<file path="config.mk">
export PLATFORM = sky130hd
export DESIGN_NAME = layer_req_arbiter_flat
export DESIGN_NICKNAME = d
export VERILOG_FILES = /design/src/rtl/layer_req_arbiter_if.sv /design/src/rtl/layer_req_arbiter.sv /design/src/flat_wrapper.sv
export SDC_FILE = /design/constraint.sdc
export NUM_CORES = 1
export LEC_CHECK = 0
export CORE_ASPECT_RATIO = 2
export CORE_MARGIN = 5
export CORE_UTILIZATION = 61
export CTS_BUF_LIST = sky130_fd_sc_hd__clkbuf_4
export DETAILED_ROUTE_END_ITERATION = 10
export PLACE_DENSITY = 0.95
export RECOVER_POWER = 50
export SLEW_MARGIN = 10
export SYNTH_ARGS = -nofsm -noshare
export SYNTH_HDL_FRONTEND = slang
export SYNTH_SLANG_ARGS = --single-unit
</file>
<file path="constraint.sdc">
create_clock -name clk -period 8.3 [get_ports clk]
set_clock_uncertainty 0.05 [all_clocks]
set_input_delay 1.66 -clock clk [delete_from_list [all_inputs] [get_ports clk]]
set_output_delay 1.66 -clock clk [all_outputs]
set_load 0.02 [all_outputs]
</file>
<file path="src/rtl/layer_req_arbiter_if.sv">
// Request/command bundle between the layer requesters,
// the layer_req_arbiter and the one-hot layer selector.
interface layer_req_arbiter_if #(
    parameter int NREQ = 3
);
    logic [NREQ-1:0]   req;
    logic [3*NREQ-1:0] req_layer;
    logic [2:0]        layer_in;
    logic [2:0]        cmd_state;
    logic [NREQ-1:0]   ack;
    logic [NREQ-1:0]   err;
    logic              busy;

    modport master (
        output req, req_layer, layer_in,
        input  cmd_state, ack, err, busy
    );

    modport slave (
        input  req, req_layer, layer_in,
        output cmd_state, ack, err, busy
    );
endinterface

</file>
<file path="src/rtl/layer_req_arbiter.sv">
// Round-robin arbiter sharing the one-hot layer selector.
// Optional AUTO_CYCLE_EN: idle-time automatic layer advance.
module layer_req_arbiter #(
    parameter int NREQ        = 3,
    parameter int TIMEOUT     = 15,
    parameter int AUTO_PERIOD = 50000000
) (
    input  logic               clk,
    input  logic               resetn,
    layer_req_arbiter_if.slave bus
);
    localparam int IW = $clog2(NREQ);
    localparam logic [IW-1:0] LAST_IDX = IW'(NREQ - 1);
    localparam logic [7:0] TO_LAST = 8'(TIMEOUT - 1);
    localparam logic [NREQ-1:0] ONE = {{(NREQ-1){1'b0}}, 1'b1};

    typedef enum logic [1:0] {IDLE, ISSUE, WAIT, RESP} state_t;

    state_t          state_q, state_d;
    logic [IW-1:0]   ptr_q, ptr_d;
    logic [IW-1:0]   win_q, win_d;
    logic [2:0]      tgt_q, tgt_d;
    logic [2:0]      cmd_q, cmd_d;
    logic [7:0]      cnt_q, cnt_d;
    logic [NREQ-1:0] ack_q, ack_d;
    logic [NREQ-1:0] err_q, err_d;
    logic            busy_q, busy_d;

    logic [2*NREQ-1:0] req_rot;
    logic [IW:0]       sum;
    logic              found;
    logic [IW-1:0]     sel;
    logic [2:0]        sel_lay;
    logic [NREQ-1:0]   sel_oh;
    logic [NREQ-1:0]   win_oh;

    logic              auto_fire;
    logic [2:0]        auto_tgt;
    logic              is_auto;

    function automatic logic is_oh(input logic [2:0] v);
        return (v == 3'b001) || (v == 3'b010) || (v == 3'b100);
    endfunction

    assign req_rot = {bus.req, bus.req} >> ptr_q;
    assign sel_oh  = ONE << sel;
    assign win_oh  = ONE << win_q;

    // Round-robin pick: first pending request at or above ptr, wrapping.
    always_comb begin
        found   = 1'b0;
        sel     = '0;
        sum     = '0;
        sel_lay = 3'b000;
        for (int k = 0; k < NREQ; k++) begin
            if (!found && req_rot[k]) begin
                found = 1'b1;
                sum   = {1'b0, ptr_q} + (IW+1)'(k);
                if (sum >= (IW+1)'(NREQ)) begin
                    sum = sum - (IW+1)'(NREQ);
                end
                sel = sum[IW-1:0];
            end
        end
        for (int k = 0; k < NREQ; k++) begin
            if (sel == IW'(k)) begin
                sel_lay = bus.req_layer[3*k +: 3];
            end
        end
    end

`ifdef AUTO_CYCLE_EN
    localparam logic [31:0] IDLE_LAST = 32'(AUTO_PERIOD - 1);

    logic [31:0] idle_q, idle_d;
    logic        auto_q, auto_d;

    assign auto_fire = (state_q == IDLE) && (bus.req == '0) &&
                       (idle_q == IDLE_LAST);
    assign is_auto   = auto_q;

    // Idle counter and internal-transaction flag for the auto advance.
    always_comb begin
        auto_tgt = 3'b001;
        unique case (bus.layer_in)
            3'b001:  auto_tgt = 3'b010;
            3'b010:  auto_tgt = 3'b100;
            3'b100:  auto_tgt = 3'b001;
            default: auto_tgt = 3'b001;
        endcase
        idle_d = '0;
        if (state_q == IDLE && bus.req == '0 && !auto_fire) begin
            idle_d = idle_q + 32'd1;
        end
        auto_d = auto_q;
        if (auto_fire) begin
            auto_d = 1'b1;
        end else if (state_q == RESP) begin
            auto_d = 1'b0;
        end
    end
`else
    assign auto_fire = 1'b0;
    assign auto_tgt  = 3'b000;
    assign is_auto   = 1'b0;
`endif

    // Transaction FSM next-state and registered-output values.
    always_comb begin
        state_d = state_q;
        ptr_d   = ptr_q;
        win_d   = win_q;
        tgt_d   = tgt_q;
        cnt_d   = cnt_q;
        cmd_d   = 3'b000;
        ack_d   = '0;
        err_d   = '0;
        unique case (state_q)
            IDLE: begin
                if (found) begin
                    win_d = sel;
                    tgt_d = sel_lay;
                    ptr_d = (sel == LAST_IDX) ? '0 : sel + IW'(1);
                    if (!is_oh(sel_lay)) begin
                        state_d = RESP;
                        err_d   = sel_oh;
                    end else if (sel_lay == bus.layer_in) begin
                        state_d = RESP;
                        ack_d   = sel_oh;
                    end else begin
                        state_d = ISSUE;
                        cmd_d   = sel_lay;
                    end
                end else if (auto_fire) begin
                    tgt_d   = auto_tgt;
                    state_d = ISSUE;
                    cmd_d   = auto_tgt;
                end
            end
            ISSUE: begin
                cnt_d   = '0;
                state_d = WAIT;
            end
            WAIT: begin
                if (bus.layer_in == tgt_q) begin
                    state_d = RESP;
                    ack_d   = is_auto ? '0 : win_oh;
                end else if (cnt_q == TO_LAST) begin
                    state_d = RESP;
                    err_d   = is_auto ? '0 : win_oh;
                end else begin
                    cnt_d = cnt_q + 8'd1;
                end
            end
            RESP: begin
                state_d = IDLE;
            end
            default: begin
                state_d = IDLE;
            end
        endcase
        busy_d = (state_d != IDLE);
    end

    // State and output registers; reset aborts any transaction.
    always_ff @(posedge clk or negedge resetn) begin
        if (!resetn) begin
            state_q <= IDLE;
            ptr_q   <= '0;
            win_q   <= '0;
            tgt_q   <= 3'b000;
            cmd_q   <= 3'b000;
            cnt_q   <= '0;
            ack_q   <= '0;
            err_q   <= '0;
            busy_q  <= 1'b0;
`ifdef AUTO_CYCLE_EN
            idle_q  <= '0;
            auto_q  <= 1'b0;
`endif
        end else begin
            state_q <= state_d;
            ptr_q   <= ptr_d;
            win_q   <= win_d;
            tgt_q   <= tgt_d;
            cmd_q   <= cmd_d;
            cnt_q   <= cnt_d;
            ack_q   <= ack_d;
            err_q   <= err_d;
            busy_q  <= busy_d;
`ifdef AUTO_CYCLE_EN
            idle_q  <= idle_d;
            auto_q  <= auto_d;
`endif
        end
    end

    assign bus.cmd_state = cmd_q;
    assign bus.ack       = ack_q;
    assign bus.err       = err_q;
    assign bus.busy      = busy_q;
endmodule

</file>
<file path="src/flat_wrapper.sv">
// flat-port wrapper written by rule: the top's interface ports become plain ports
module layer_req_arbiter_flat 
#(
    parameter int NREQ        = 3,
    parameter int TIMEOUT     = 15,
    parameter int AUTO_PERIOD = 50000000
)
  (clk, resetn, bus_req, bus_req_layer, bus_layer_in, bus_cmd_state, bus_ack, bus_err, bus_busy);
  layer_req_arbiter_if #(.NREQ(NREQ)) bus_i ();
  input  logic clk;
  input  logic resetn;
  input wire logic [$bits(bus_i.req)-1:0] bus_req;
  input wire logic [$bits(bus_i.req_layer)-1:0] bus_req_layer;
  input wire logic [$bits(bus_i.layer_in)-1:0] bus_layer_in;
  output wire logic [$bits(bus_i.cmd_state)-1:0] bus_cmd_state;
  output wire logic [$bits(bus_i.ack)-1:0] bus_ack;
  output wire logic [$bits(bus_i.err)-1:0] bus_err;
  output wire logic [$bits(bus_i.busy)-1:0] bus_busy;
  assign bus_i.req = bus_req;
  assign bus_i.req_layer = bus_req_layer;
  assign bus_i.layer_in = bus_layer_in;
  assign bus_cmd_state = bus_i.cmd_state;
  assign bus_ack = bus_i.ack;
  assign bus_err = bus_i.err;
  assign bus_busy = bus_i.busy;
  layer_req_arbiter #(.NREQ(NREQ), .TIMEOUT(TIMEOUT), .AUTO_PERIOD(AUTO_PERIOD)) u_core (.clk(clk), .resetn(resetn), .bus(bus_i));
endmodule
</file>
==> flow_metrics.env, run 1 <==
export IMPL_seq_area_frac_synth_pct=36.0
export IMPL_die_x_um=49.3
export IMPL_peakVddDrop_v=0.000261
export IMPL_place_congestion=0.882
export IMPL_hold_viol_final=0
export IMPL_viasPerCell=6.26
export IMPL_post_drt_wl_per_cell_um=15.8
export IMPL_grt_use_total_pct=19.6
export IMPL_critPathLaunchType="primary input"
export IMPL_nets=246
export IMPL_synth_edf_count=0
export IMPL_synth_largest_area_cell="dfrtp_1"
export IMPL_drive_gt1_share_pct=9.55
export IMPL_grt_pass1_wl_um=6770
export IMPL_slew_headroom_pct=5.52
export IMPL_portBuffers=26
export IMPL_clkSinkCount=27
export IMPL_hold_end="u_core.tgt_q[1]"
export IMPL_wl_um=3960
export IMPL_rows=28
export IMPL_drcViolationCount=0
export IMPL_post_cts_buffers=0
export IMPL_start_util_pct=63.1
export IMPL_synth_area_sq_um=1880
export IMPL_p_per_area_nw_per_um2=336
export IMPL_path_class="primary input to register"
export IMPL_cts_max_path_buffers=2
export IMPL_place_hpwl_um=3150
export IMPL_path_clk_slew_ns=0.14
export IMPL_cts_made_buffers=3
export IMPL_min_path_cells=2
export IMPL_worstReg2RegEnd="u_core.bus.ack[2]"
export IMPL_maxCapViolations=0
export IMPL_multiInputGateArea_sq_um=1110
export IMPL_cts_tree="done"
export IMPL_ioPinCount=27
export IMPL_finalSetupTns_ns=0
export IMPL_htree_num_levels=1
export IMPL_setup_violations_final=0
export IMPL_yosysWarnings=0
export IMPL_grt_ovfl_total=0
export IMPL_p_leak_nw=0.947
export IMPL_synth_flop_cell="dfrtp_1"
export IMPL_worstPathArrival_ns=4.56
export IMPL_syn_avg_cell_area_sq_um=9.64
export IMPL_run_status="completed"
export IMPL_post_route_period_util_pct=52.5
export IMPL_ys_ff_latch=27
export IMPL_drtIter0Drc=34
export IMPL_hold_path_class="register to register"
export IMPL_syn2layout_area_growth_pct=15.3
export IMPL_coreArea_sq_um=2980
export IMPL_rr_worst_depth=10
export IMPL_yosys_area_top_type_share_pct=36.0
export IMPL_grt_max_degree=28
export IMPL_reg2reg_slack_ns=5.06
export IMPL_dieArea_sq_um=4360
export IMPL_cts_repair_resized=0
export IMPL_min_delay_start="u_core.tgt_q[1]"
export IMPL_synthCells=195
export IMPL_fillCellCount=223
export IMPL_antenna_found_initial=0
export IMPL_period_needed_ns=4.36
export IMPL_fin_util_pct=72.8
export IMPL_die_y_um=88.5
export IMPL_firstDrtPassIters=4
export IMPL_synthTopCellsByArea="dfrtp_1, ha_1, nand2_1"
export IMPL_r2r_start="u_core.ptr_q[0]"
export IMPL_antenna_cells_inserted=0
export IMPL_worst_pin_slew_ns=1.42
export IMPL_routed_via_count=1565
export IMPL_first_global_vias=1521
export IMPL_insertion_delay_ns=0.34
export IMPL_required_ns=8.50
export IMPL_synth_fp_nets=220
export IMPL_regArea_sq_um=676
export IMPL_synthArstFlopShare_pct=100
export IMPL_cp_end_kind="register"
export IMPL_fmax_ghz=0.229
export IMPL_slew_viol_final=0
export IMPL_cp_max_fo=10
export IMPL_rsz0062_at_grt="no"
export IMPL_ys_types=60
export IMPL_cts_hold_fix_buffers=0
export IMPL_root_buffer="clkbuf_4"
export IMPL_ant_nets=0
layer usage:
| metal | GRT usage, % | routed length, um | vias to the layer above |
|---|---|---|---|
| li1 | - | - | 779 |
| met1 | 21.5 | 1540 | 740 |
| met2 | 35.5 | 2140 | 36 |
| met3 | 2.53 | 133 | 10 |
| met4 | 11.0 | 149 | 0 |
| met5 | 0 | 0 | - |
registers in the layout, indices dropped and copies added (netlist names):
register / cells
u_core.cnt_q: 8
u_core.bus.err: 3
u_core.bus.cmd_state: 3
u_core.state_q: 2
u_core.bus.ack: 3
u_core.tgt_q: 3
u_core.ptr_q: 2
u_core.bus.busy: 1
u_core.win_q: 2
final cells by class:
type / count / share of cell area (%)
multi-input cells: 149 / 51.1
flip-flops and latches: 27 / 31.2
repair buffers: 28 / 12.5
inverters: 12 / 2.08
well taps: 30 / 1.73
clock buffers: 4 / 1.39
cells by family (layout without fill, tap and decap cells):
family / after synthesis / in the layout / synth area share [%]
fa+ha+maj: 8 / 8 / 5.33
simple gates: 75 / 75 / 22.5
compound gates: 52 / 52 / 24.0
buf+inv: 19 / 44 / 5.13
mux: 5 / 5 / 2.93
xor+xnor: 9 / 9 / 4.19
flops: 27 / 27 / 36.0
critical path, stage by stage:
cell and delay, ns:
clkdlybuf4s50_1 0.63, and3b_1 0.21, a311o_1 0.39, a32oi_2 0.39, a211oi_2 0.19, a22oi_2 0.35
and4bb_1 0.26, o211a_1 0.23, a31o_1 0.22
cells in the final DEF (no fill, tap or decap), types with 2 or more instances in the layout:
cell / synthesis / final
nor3_1: 2 / 2
xnor2_1: 5 / 5
nor4b_1: 2 / 2
o31ai_1: 4 / 4
o32ai_1: 2 / 2
xor2_1: 4 / 4
dfrtp_1: 27 / 27
clkbuf_4: 0 / 4
mux2i_1: 3 / 3
nor2b_1: 3 / 3
o211ai_1: 4 / 4
nand2b_1: 3 / 3
o22ai_1: 6 / 6
o21ai_0: 11 / 11
and3_1: 5 / 5
and4bb_1: 2 / 2
inv_1: 11 / 11
and2_1: 3 / 3
clkdlybuf4s50_1: 0 / 21
nand4b_1: 3 / 3
nor2_1: 10 / 10
a32oi_1: 3 / 3
a21o_1: 2 / 2
nand4_1: 2 / 2
dlygate4sd3_1: 0 / 5
nand2_1: 21 / 21
nand3_1: 10 / 10
ha_1: 8 / 8
metrics by stage:
step	instances	setup slack [ns]	hold WS (ns)	area (sq um)	total power [W]
6_report	250	3.94	0.471	2170	0.000728
3_3_place_gp	246	3.65	0.437	2140	0.000655
2_1_floorplan	195	4.31	0.416	1880	0.000563
5_1_grt	250	3.75	0.519	2170	0.000784
3_5_place_dp	246	3.58	0.442	2140	0.000670
4_1_cts	250	3.94	0.474	2170	0.000730
cells in the mapped netlist, types with 3 or more instances:
| library cell | number |
|---|---|
| dfrtp_1 | 27 |
| nand2_1 | 21 |
| inv_1 | 11 |
| o21ai_0 | 11 |
| nand3_1 | 10 |
| nor2_1 | 10 |
| ha_1 | 8 |
| o22ai_1 | 6 |
| and3_1 | 5 |
| xnor2_1 | 5 |
| o211ai_1 | 4 |
| o31ai_1 | 4 |
| xor2_1 | 4 |
| a32oi_1 | 3 |
| and2_1 | 3 |
| buf_6 | 3 |
| mux2i_1 | 3 |
| nand2b_1 | 3 |
| nand4b_1 | 3 |
| nor2b_1 | 3 |
where the power goes:
part           switching (W)  internal [W]
clock network      0.0000391     0.0000222
registers          0.0000341      0.000168
logic               0.000271      0.000194
total               0.000344      0.000384
how the worst max path moves through the flow:
stage	start	end	cells after the start
2_1_floorplan	bus_req[2]	u_core.bus.ack[2]	9
3_3_place_gp	bus_req[1]	u_core.bus.ack[2]	9
3_5_place_dp	bus_req[1]	u_core.bus.ack[2]	9
6_report	bus_req[1]	u_core.bus.ack[2]	9
4_1_cts	bus_req[1]	u_core.bus.ack[2]	9
5_1_grt	bus_req[1]	u_core.bus.ack[2]	9
Note: power is estimated with default switching activity, not from simulation.
==> run 2, diff against run 1 <==
--- a/config.mk
+++ b/config.mk
@@ -7,10 +7,10 @@
 export LEC_CHECK = 0
 export CORE_ASPECT_RATIO = 2
 export CORE_MARGIN = 5
-export CORE_UTILIZATION = 61
+export CORE_UTILIZATION = 56
 export CTS_BUF_LIST = sky130_fd_sc_hd__clkbuf_4
 export DETAILED_ROUTE_END_ITERATION = 10
-export PLACE_DENSITY = 0.95
+export PLACE_DENSITY = 0.92
 export RECOVER_POWER = 50
 export SLEW_MARGIN = 10
 export SYNTH_ARGS = -nofsm -noshare
==> constraint.sdc (replaced) <==
create_clock -name clk -period 4.23 [get_ports clk]
set_clock_uncertainty 0.05 [all_clocks]
set_input_delay 0.846 -clock clk [delete_from_list [all_inputs] [get_ports clk]]
set_output_delay 0.846 -clock clk [all_outputs]
set_load 0.02 [all_outputs]
==> flow_metrics.env, run 2 (synthesis gave the netlist of run 1 again) <==
export IMPL_place_congestion=0.794
export IMPL_place_hpwl_um=3290
export IMPL_fin_util_pct=67.9
export IMPL_path_class="primary input to register"
export IMPL_worstPathArrival_ns=3.80
export IMPL_worstReg2RegEnd="u_core.bus.ack[2]"
export IMPL_drtIter0Drc=48
export IMPL_top_register="u_core.cnt_q"
export IMPL_routed_via_count=1615
export IMPL_final_common_cell="dfrtp_1"
export IMPL_syn2layout_area_growth_pct=15.4
export IMPL_hold_viol_final=0
export IMPL_post_cts_buffers=0
export IMPL_clkSinkCount=27
export IMPL_grt_max_degree=28
export IMPL_cts_hold_fix_buffers=0
export IMPL_whs_ns=0.484
export IMPL_reg2reg_slack_ns=0.97
export IMPL_die_x_um=51.0
export IMPL_min_delay_start="u_core.tgt_q[2]"
export IMPL_cp_end_kind="register"
export IMPL_maxCapViolations=0
export IMPL_period_needed_ns=3.61
export IMPL_nets=246
export IMPL_rows=29
export IMPL_r2r_start="u_core.ptr_q[0]"
export IMPL_insertion_delay_ns=0.33
export IMPL_critPathLaunchType="primary input"
export IMPL_first_global_vias=1652
export IMPL_cp_max_fo=10
export IMPL_cts_tree="done"
export IMPL_regArea_sq_um=676
export IMPL_rr_worst_depth=10
export IMPL_slew_viol_final=0
export IMPL_dp_cells=247
export IMPL_htree_num_levels=1
export IMPL_cts_repair_resized=0
export IMPL_peakVddDrop_v=0.000469
export IMPL_largest_reg_flops=8
export IMPL_viasPerCell=6.43
export IMPL_antenna_cells_inserted=0
export IMPL_wl_um=4140
export IMPL_run_status="completed"
export IMPL_setup_violations_final=0
export IMPL_fmax_ghz=0.277
export IMPL_min_path_cells=2
export IMPL_cts_made_buffers=3
export IMPL_drive_gt1_share_pct=9.55
export IMPL_p_leak_nw=0.947
export IMPL_hold_end="u_core.tgt_q[2]"
export IMPL_root_buffer="clkbuf_4"
export IMPL_ant_nets=0
export IMPL_multiInputGateArea_sq_um=1110
export IMPL_post_route_period_util_pct=85.5
export IMPL_slew_headroom_pct=3.19
export IMPL_start_util_pct=58.9
export IMPL_path_clk_slew_ns=0.14
export IMPL_rsz0062_at_grt="no"
export IMPL_layout_common_cells="dfrtp_1, nand2_1, clkdlybuf4s50_1"
export IMPL_worst_pin_slew_ns=1.45
export IMPL_post_drt_wl_per_cell_um=16.5
export IMPL_die_y_um=91.9
export IMPL_drcViolationCount=0
export IMPL_ioPinCount=27
export IMPL_dieArea_sq_um=4680
export IMPL_hold_path_class="register to register"
export IMPL_grt_ovfl_total=0
export IMPL_required_ns=4.42
export IMPL_grt_pass1_wl_um=6880
export IMPL_coreArea_sq_um=3190
export IMPL_grt_use_total_pct=18.3
export IMPL_firstDrtPassIters=4
export IMPL_portBuffers=26
export IMPL_finalSetupTns_ns=0
export IMPL_fillCellCount=261
export IMPL_p_per_area_nw_per_um2=664
export IMPL_antenna_found_initial=0
export IMPL_final_cells=251
export IMPL_dpl_cell_area_sq_um=2140
export IMPL_final_cell_area_sq_um=2170
export IMPL_cts_max_path_buffers=2
## run 2: routing by layer
metal,vias to the layer above,track usage [%],wire [um]
li1,775,-,-
met1,772,17.8,1470
met2,51,35.3,2330
met3,17,2.11,183
met4,0,8.74,160
met5,-,0,0
## run 2: power breakdown
group / internal (W) / switching [W]
registers: 0.000329 / 0.0000685
clock network: 0.0000434 / 0.0000755
logic: 0.000379 / 0.000544
## run 2: area by class of cell
| type | count | share of cell area, % |
|---|---|---|
| Clock buffer | 4 | 1.38 |
| Sequential cell | 27 | 31.2 |
| Timing Repair Buffer | 28 | 12.5 |
| Tap cell | 31 | 1.79 |
| Inverter | 12 | 2.08 |
| Multi-Input combinational cell | 149 | 51.1 |
## run 2: per-stage QoR
stage | total power, W | setup WS [ns]
final | 0.00144 | 0.615
after global routing | 0.00156 | 0.490
after CTS | 0.00144 | 0.644
after detailed placement | 0.00133 | 0.295
after global placement | 0.00128 | 0.394
after floorplan | 0.00110 | 1.05
## run 2: how the worst max path moves through the flow
stage	startpoint	end	slack (ns)	depth (start not counted)
floorplan	bus_req[2]	u_core.bus.ack[2]	1.05	9
global placement	bus_req[1]	u_core.bus.ack[2]	0.39	9
detailed placement	bus_req[1]	u_core.bus.ack[2]	0.29	9
CTS	bus_req[1]	u_core.bus.ack[2]	0.64	9
global route	bus_req[1]	u_core.bus.ack[2]	0.49	9
finish	bus_req[1]	u_core.bus.ack[2]	0.62	9
## run 2: critical path: stages
cell,delay [ns]
clkdlybuf4s50_1,0.64
and3b_1,0.22
a311o_1,0.38
a32oi_2,0.40
a211oi_2,0.19
a22oi_2,0.37
and4bb_1,0.26
o211a_1,0.24
a31o_1,0.23
